$ cat src/rtl/idli_sqi_ctrl_m.sv
// Two-port SQI serial-memory controller: arbitrates a fetch port and a data port onto one
// quad-SPI bus, issuing read/write bursts and keeping CS low briefly for sequential words.
module idli_sqi_ctrl_m #(
    parameter int CONT_WAIT = 4
) (
    input  logic        i_clk,
    input  logic        i_rst,
    input  logic        i_p0_req,
    input  logic [15:0] i_p0_addr,
    output logic        o_p0_ack,
    output logic [15:0] o_p0_rdata,
    input  logic        i_p1_req,
    input  logic        i_p1_wr,
    input  logic [15:0] i_p1_addr,
    input  logic [15:0] i_p1_wdata,
    output logic        o_p1_ack,
    output logic [15:0] o_p1_rdata,
    output logic        o_sqi_sck,
    output logic        o_sqi_cs,
    output logic [3:0]  o_sqi_sio,
    output logic        o_sqi_sio_en,
    input  logic [3:0]  i_sqi_sio
);

    typedef enum logic [2:0] {IDLE, FLUSH_L, FLUSH_H, SHIFT, CONT, END} state_t;

    state_t      state_reg, state_next;
    logic        sck_reg, sck_next;
    logic        cs_reg, cs_next;
    logic [3:0]  sio_reg, sio_next;
    logic        sio_en_reg, sio_en_next;
    logic [3:0]  nib_reg, nib_next;
    logic [15:0] cnt_reg, cnt_next;
    logic        port_reg, port_next;
    logic        wr_reg, wr_next;
    logic [15:0] addr_reg, addr_next;
    logic [15:0] wdata_reg, wdata_next;
    logic        last_reg, last_next;
    logic [15:0] shift_reg, shift_next;
    logic [15:0] p0_rdata_reg, p0_rdata_next;
    logic [15:0] p1_rdata_reg, p1_rdata_next;
    logic        p0_ack_reg, p0_ack_next;
    logic        p1_ack_reg, p1_ack_next;

    logic        gnt1;
    logic        own_req, other_req, own_wr, seq;
    logic [15:0] own_addr;
    logic [3:0]  hdr_len, last_nib;
    logic [39:0] tx_vec;
    logic [3:0]  tx_nib [10];

    // Tie goes to whichever port was not granted last.
    assign gnt1      = i_p1_req && (!i_p0_req || !last_reg);
    assign own_req   = port_reg ? i_p1_req : i_p0_req;
    assign other_req = port_reg ? i_p0_req : i_p1_req;
    assign own_wr    = port_reg & i_p1_wr;
    assign own_addr  = port_reg ? i_p1_addr : i_p0_addr;
    assign seq       = own_req && (own_wr == wr_reg) && (own_addr == addr_reg + 16'd2);

    // Reads carry two dummy nibbles after the address; data follows the header.
    assign hdr_len  = wr_reg ? 4'd6 : 4'd8;
    assign last_nib = hdr_len + 4'd3;

    always_comb begin
        state_next    = state_reg;
        sck_next      = sck_reg;
        nib_next      = nib_reg;
        cnt_next      = cnt_reg;
        port_next     = port_reg;
        wr_next       = wr_reg;
        addr_next     = addr_reg;
        wdata_next    = wdata_reg;
        last_next     = last_reg;
        shift_next    = shift_reg;
        p0_rdata_next = p0_rdata_reg;
        p1_rdata_next = p1_rdata_reg;
        p0_ack_next   = 1'b0;
        p1_ack_next   = 1'b0;
        case (state_reg)
            IDLE: begin
                sck_next = 1'b0;
                if (i_p0_req || i_p1_req) begin
                    port_next  = gnt1;
                    last_next  = gnt1;
                    wr_next    = gnt1 & i_p1_wr;
                    addr_next  = gnt1 ? i_p1_addr : i_p0_addr;
                    wdata_next = i_p1_wdata;
                    state_next = FLUSH_L;
                end
            end
            FLUSH_L: begin
                sck_next   = 1'b1;
                state_next = FLUSH_H;
            end
            FLUSH_H: begin
                sck_next   = 1'b0;
                nib_next   = 4'd0;
                state_next = SHIFT;
            end
            SHIFT: begin
                if (!sck_reg) begin
                    sck_next = 1'b1;
                    if (!wr_reg && nib_reg >= 4'd8) begin
                        shift_next = {shift_reg[11:0], i_sqi_sio};
                    end
                    if (nib_reg == last_nib) begin
                        p0_ack_next = !port_reg;
                        p1_ack_next = port_reg;
                        if (!wr_reg && !port_reg) p0_rdata_next = {shift_reg[11:0], i_sqi_sio};
                        if (!wr_reg && port_reg)  p1_rdata_next = {shift_reg[11:0], i_sqi_sio};
                    end
                end else begin
                    sck_next = 1'b0;
                    if (nib_reg == last_nib) begin
                        state_next = CONT;
                        cnt_next   = 16'(CONT_WAIT);
                    end else begin
                        nib_next = nib_reg + 4'd1;
                    end
                end
            end
            CONT: begin
                sck_next = 1'b0;
                if (other_req) begin
                    state_next = END;
                end else if (own_req) begin
                    if (seq) begin
                        state_next = SHIFT;
                        nib_next   = hdr_len;
                        addr_next  = addr_reg + 16'd2;
                        wdata_next = port_reg ? i_p1_wdata : wdata_reg;
                    end else begin
                        state_next = END;
                    end
                end else if (cnt_reg == 16'd0) begin
                    state_next = END;
                end else begin
                    cnt_next = cnt_reg - 16'd1;
                end
            end
            END: begin
                sck_next   = 1'b0;
                state_next = IDLE;
            end
            default: state_next = IDLE;
        endcase
    end

    assign tx_vec = {(wr_next ? 8'h02 : 8'h03), addr_next, wdata_next};

    generate
        for (genvar gi = 0; gi < 10; gi++) begin : g_nib
            assign tx_nib[gi] = tx_vec[(9-gi)*4 +: 4];
        end
    endgenerate

    // Pin outputs are decoded from the next state so they leave the flops cleanly.
    always_comb begin
        cs_next     = !(state_next == SHIFT || state_next == CONT);
        sio_en_next = (state_next == SHIFT) &&
                      ((nib_next < 4'd6) || (wr_next && (nib_next < 4'd10)));
        sio_next    = 4'h0;
        if (sio_en_next) sio_next = tx_nib[nib_next];
    end

    always_ff @(posedge i_clk) begin
        if (i_rst) begin
            state_reg    <= IDLE;
            sck_reg      <= 1'b0;
            cs_reg       <= 1'b1;
            sio_reg      <= 4'h0;
            sio_en_reg   <= 1'b0;
            nib_reg      <= 4'd0;
            cnt_reg      <= 16'd0;
            port_reg     <= 1'b0;
            wr_reg       <= 1'b0;
            addr_reg     <= 16'd0;
            wdata_reg    <= 16'd0;
            last_reg     <= 1'b0;
            shift_reg    <= 16'd0;
            p0_rdata_reg <= 16'd0;
            p1_rdata_reg <= 16'd0;
            p0_ack_reg   <= 1'b0;
            p1_ack_reg   <= 1'b0;
        end else begin
            state_reg    <= state_next;
            sck_reg      <= sck_next;
            cs_reg       <= cs_next;
            sio_reg      <= sio_next;
            sio_en_reg   <= sio_en_next;
            nib_reg      <= nib_next;
            cnt_reg      <= cnt_next;
            port_reg     <= port_next;
            wr_reg       <= wr_next;
            addr_reg     <= addr_next;
            wdata_reg    <= wdata_next;
            last_reg     <= last_next;
            shift_reg    <= shift_next;
            p0_rdata_reg <= p0_rdata_next;
            p1_rdata_reg <= p1_rdata_next;
            p0_ack_reg   <= p0_ack_next;
            p1_ack_reg   <= p1_ack_next;
        end
    end

    assign o_sqi_sck    = sck_reg;
    assign o_sqi_cs     = cs_reg;
    assign o_sqi_sio    = sio_reg;
    assign o_sqi_sio_en = sio_en_reg;
    assign o_p0_ack     = p0_ack_reg;
    assign o_p1_ack     = p1_ack_reg;
    assign o_p0_rdata   = p0_rdata_reg;
    assign o_p1_rdata   = p1_rdata_reg;

endmodule
$ cat config.mk
export PLATFORM = sky130hd
export DESIGN_NAME = idli_sqi_ctrl_m
export DESIGN_NICKNAME = d
export VERILOG_FILES = /design/src/rtl/idli_sqi_ctrl_m.sv
export SDC_FILE = /design/constraint.sdc
export NUM_CORES = 1
export LEC_CHECK = 0
export CORE_MARGIN = 2
export CORE_UTILIZATION = 55
export CTS_CLUSTER_SIZE = 12
export DETAILED_ROUTE_END_ITERATION = 8
export GPL_ROUTABILITY_DRIVEN = 0
export PLACE_DENSITY_LB_ADDON = 0.1
export SETUP_SLACK_MARGIN = 0.3
export SYNTH_ARGS = -nofsm -noshare
export SYNTH_HDL_FRONTEND = slang
export SYNTH_SLANG_ARGS = --single-unit
$ cat constraint.sdc
create_clock -name i_clk -period 4.35 [get_ports i_clk]
set_input_delay 0.435 -clock i_clk [delete_from_list [all_inputs] [get_ports i_clk]]
set_output_delay 0.435 -clock i_clk [all_outputs]
set_load 0.05 [all_outputs]
==> metrics.sh <==
RUN_STATUS='complete, no violations'
NETLIST_INSTANCES=764
FINAL-HOLD-VIOLATION-COUNT=0
WORSTSETUPSTARTPOINTTYPE='flip-flop'
GLOBALROUTEOVERFLOWTOTAL=0
WORST-ENDPOINT-REQUIRED_NS=4.57
RSZ0062_AT_GRT='false'
GRT_START_MAX_NET_PINS=55
CLOCK.FMAX_MHz=259.2
MIN_PATH_TYPE='reg -> reg'
RR_ENDPOINT='o_sqi_sio[2]'
YS_DOMINANT_REG_CELL='sky130_fd_sc_hd__dfxtp_1'
NETSWITCHINGPOWER_mW=0.7112
AREA_TAKEN_BY_MULTI_INPUT_LOGIC_GATES_SQ_UM=3817
CLOCKROOTBUFFER='sky130_fd_sc_hd__clkbuf_16'
CRIT_FANOUT=20
DPL_CELL_AREA_SQ_UM=7288
GLOBALROUTETOTALUTIL=0.2855
CLOCK_SKEW_NS=0.008885
CTS_INSERTED_BUFFERS=9
PATH_CLK_SLEW_NS=0.08
HIGHEST_LAYER='met5'
P_INT_mW=1.712
INITIAL_CORE_UTIL=0.5695
DRT_WL_TOTAL_UM=17430
POSTSYNTH.ASYNCRESETSHARE=0
FINALMAXSLEWVIOLATIONS=0
CTS_HOLD_BUFFERS=0
ANTENNA_FOUND_INITIAL=1
DIE_W_UM=110.6
CLOCK_SINK_COUNT=110
POWER.SEQUENTIAL.FRACTION=0.447
R2R-START='last_reg'
MAPPEDNETLISTNETS=825
DETAIL_ROUTE.ITER0.VIOLATIONS=553
DR_WL_MET2_UM=8288
SYNTHESIS.YOSYS.WARNINGS=0
HPWL_UM=12330
TIMING.FINAL.SETUP_VIOLATIONS=0
NETLIST.TOP_CELL.BY_AREA='sky130_fd_sc_hd__dfxtp_1'
POST_LAYOUT_NETS=903
SYNTHESIS.AREA_SQ_UM=6255
CLK_PATH_BUF_DEPTH=2
AREA_GROWTH_SYN_TO_LAYOUT_PCT=22.34
SEQCELLAREA_SQ_UM=2203
STANDARD_CELL_ROW_COUNT=38
AVERAGE_DETAILED_ROUTED_WIRE_LENGTH_PER_INSTANCE_UM=17.66
CHIPHEIGHT_UM=110.6
FINAL_DESIGN_AREA_NO_FILL_SQ_UM=7652
CORE_REGION_AREA_SQ_UM=10980
PERIOD_NEEDED_NS=3.858
POWER.CLOCK.FRACTION=0.363
CELLLEAKAGEPOWER_nW=2.956
WORST_HOLD_SLACK_NS=0.4552
DESIGN.PORTCOUNT=98
SYNTH_TOP_AREA_CELLS='sky130_fd_sc_hd__dfxtp_1, sky130_fd_sc_hd__mux2i_1, sky130_fd_sc_hd__nand2_1'
ANTENNA_VIOLATING_NETS_POST_ROUTE=0
CLK-INSERTION-DELAY-LATE_NS=0.36
MET3WIRELENGTH_UM=1550
HTREEDEPTH=3
FILLER_CELL_COUNT=874
MIN_PERIOD_OVER_PERIOD=0.8870
VIASPERCELL=6.135
NUMBER_OF_GLOBAL_ROUTE_VIAS_BEFORE_REPAIR=5726
POWER.COMBINATIONAL.FRACTION=0.190
DRT_PASS1_ITERATIONS=5
TIMING.CRITICAL_PATH.FROM='last_reg'
GRT_FIRST_PASS_WIRELENGTH_UM=28570
VIAS=6055
N_ANTENNA_CELL=0
CRITPATHARRIVALTIME_NS=4.08
POSTSYNTHREGISTERBITS=110
CRITICAL_PATH.ENDPOINT='o_sqi_sio[2]'
MET1_ROUTED_WIRELENGTH_AFTER_DETAILED_ROUTING_UM=7157
SYNTH-EDFF-COUNT=0
SWITCHING_SHARE=0.2935
WORSTSETUPENDPOINTTYPE='flip-flop'
WORST_R2R_PATH_DEPTH=13
FP.DIEAREA_SQ_UM=12240
PORT_BUFFERS=97
WORST_PIN_SLEW_NS=0.9276
TRITONCTS='built'
FRACTION_OF_LAYOUT_CELLS_WITH_A_SIZE_SUFFIX_ABOVE_1=0.08028
WORST_SLEW_MARGIN_REL=0.3801
P_PER_AREA_nW_PER_UM2=316.7
TIMING.REG2REG.SETUP_SLACK_NS=0.49
SYN_AREA_PER_CELL_SQ_UM=8.187
CAP_VIOLATIONS=0
DRC=0
SETUP_TNS_NS=0
POST-SYNTH-TOP-AREA-FRACTION=0.3521
SETUP.WORST_PATH.CLASS='reg -> reg'
VDD_IR_DROP_MAX_V=0.0003230
YS_SEQ_AREA_FRAC=0.3521
SYNTH_CELL_TYPE_COUNT=78
kinds of logic after synthesis:
| family | Yosys count | synth area share |
|---|---|---|
| compound gates | 163 | 0.1726 |
| mux | 76 | 0.1262 |
| buf+inv | 59 | 0.04201 |
| fa+ha+maj | 4 | 0.008002 |
| flops | 110 | 0.3521 |
| simple gates | 317 | 0.2488 |
| xor+xnor | 35 | 0.05021 |
placed cells by master (no fill, tap or decap), types with 3 or more instances in the layout:
cell type and instances:
sky130_fd_sc_hd__clkbuf_16 9, sky130_fd_sc_hd__o22ai_1 5, sky130_fd_sc_hd__a21o_1 3, sky130_fd_sc_hd__a311oi_1 6, sky130_fd_sc_hd__o21ai_1 3, sky130_fd_sc_hd__o31ai_1 6, sky130_fd_sc_hd__a21oi_1 60, sky130_fd_sc_hd__a31oi_1 9
sky130_fd_sc_hd__dfxtp_1 109, sky130_fd_sc_hd__clkdlybuf4s50_1 96, sky130_fd_sc_hd__or3_1 6, sky130_fd_sc_hd__ha_1 3, sky130_fd_sc_hd__o21ai_0 17, sky130_fd_sc_hd__nand4_1 7, sky130_fd_sc_hd__o211ai_1 4, sky130_fd_sc_hd__xnor2_1 23
sky130_fd_sc_hd__mux2i_1 71, sky130_fd_sc_hd__nand3_2 3, sky130_fd_sc_hd__a211oi_1 7, sky130_fd_sc_hd__o21a_1 9, sky130_fd_sc_hd__inv_1 12, sky130_fd_sc_hd__nand3_1 21, sky130_fd_sc_hd__nand2b_1 5, sky130_fd_sc_hd__nor4_1 8
sky130_fd_sc_hd__mux2_2 3, sky130_fd_sc_hd__nand3b_1 3, sky130_fd_sc_hd__nor2_1 92, sky130_fd_sc_hd__and2_1 9, sky130_fd_sc_hd__and3_1 10, sky130_fd_sc_hd__nor3b_1 4, sky130_fd_sc_hd__buf_4 17, sky130_fd_sc_hd__xor2_1 11
sky130_fd_sc_hd__nand2_1 101, sky130_fd_sc_hd__or2_2 4, sky130_fd_sc_hd__nor3_1 15, sky130_fd_sc_hd__and4_1 3, sky130_fd_sc_hd__nor2b_1 7
synth_stat cells, drive strengths merged (9+ instances only):
cell / n
o21a: 9
dfxtp: 110
and2: 10
a31oi: 11
inv: 12
nor2: 93
a21oi: 61
nand4: 9
o21ai: 21
and3: 11
nand3: 25
mux2i: 71
nor3: 16
nand2: 101
clkbuf: 25
buf: 22
xnor2: 24
xor2: 11
critical path, stage by stage, from the launching register on:
cell,delay [ns]
sky130_fd_sc_hd__dfxtp_2,0.46
sky130_fd_sc_hd__buf_4,0.30
sky130_fd_sc_hd__mux2i_1,0.26
sky130_fd_sc_hd__xnor2_1,0.14
sky130_fd_sc_hd__nor4b_2,0.18
sky130_fd_sc_hd__a211oi_1,0.52
sky130_fd_sc_hd__nor3b_4,0.08
sky130_fd_sc_hd__buf_4,0.18
sky130_fd_sc_hd__and2_1,0.19
sky130_fd_sc_hd__o21ai_1,0.50
sky130_fd_sc_hd__nor2_2,0.19
sky130_fd_sc_hd__o21a_1,0.21
sky130_fd_sc_hd__o211ai_1,0.41
sky130_fd_sc_hd__a311oi_1,0.11
layer usage:
layer | vias to the layer above | GRT usage
li1 | 2890 | -
met1 | 2848 | 0.3574
met2 | 273 | 0.4679
met3 | 42 | 0.08617
met4 | 2 | 0.09917
met5 | - | 0
worst min-delay path by stage:
stage / from / endpoint / cells after the start
after floorplan: wdata_reg[13] / wdata_reg[13] / 2
after global placement: wdata_reg[4] / wdata_reg[4] / 2
after detailed placement: wdata_reg[1] / wdata_reg[1] / 2
after CTS: wdata_reg[1] / wdata_reg[1] / 2
after global routing: wdata_reg[6] / wdata_reg[6] / 2
final: wdata_reg[1] / wdata_reg[1] / 2
repair_timing:
action / CTS / global route
resized for setup: 0 / 9
buffers inserted: 0 / 3
setup endpoints to repair: 0 / 5
cell type report:
cell class	instances	area share
repair buffers	114	0.1429
inverters	12	0.005886
multi-input cells	595	0.4989
clock inverters	6	0.01030
clock buffers	10	0.03123
flip-flops and latches	110	0.2879
well taps	140	0.02289
per-stage QoR:
step / worst slack [ns] / util / cells / total power [mW]
global route: 0.3689 / 0.6967 / 987 / 2.527
detailed placement: 0.2188 / 0.6636 / 968 / 1.550
finish: 0.4918 / 0.6967 / 987 / 2.423
CTS: 0.3161 / 0.6925 / 984 / 2.426
global placement: 0.3575 / 0.6636 / 968 / 1.540
floorplan: 0.9238 / - / 764 / 1.399
power groups by stage:
stage / clock, mW / combinational, mW / sequential, mW
floorplan: 0 / 0.304 / 1.10
global placement: 0 / 0.435 / 1.11
detailed placement: 0 / 0.444 / 1.11
CTS: 0.895 / 0.448 / 1.08
global route: 0.942 / 0.495 / 1.09
finish: 0.880 / 0.459 / 1.08
Note: power is estimated with default switching activity, not from simulation.
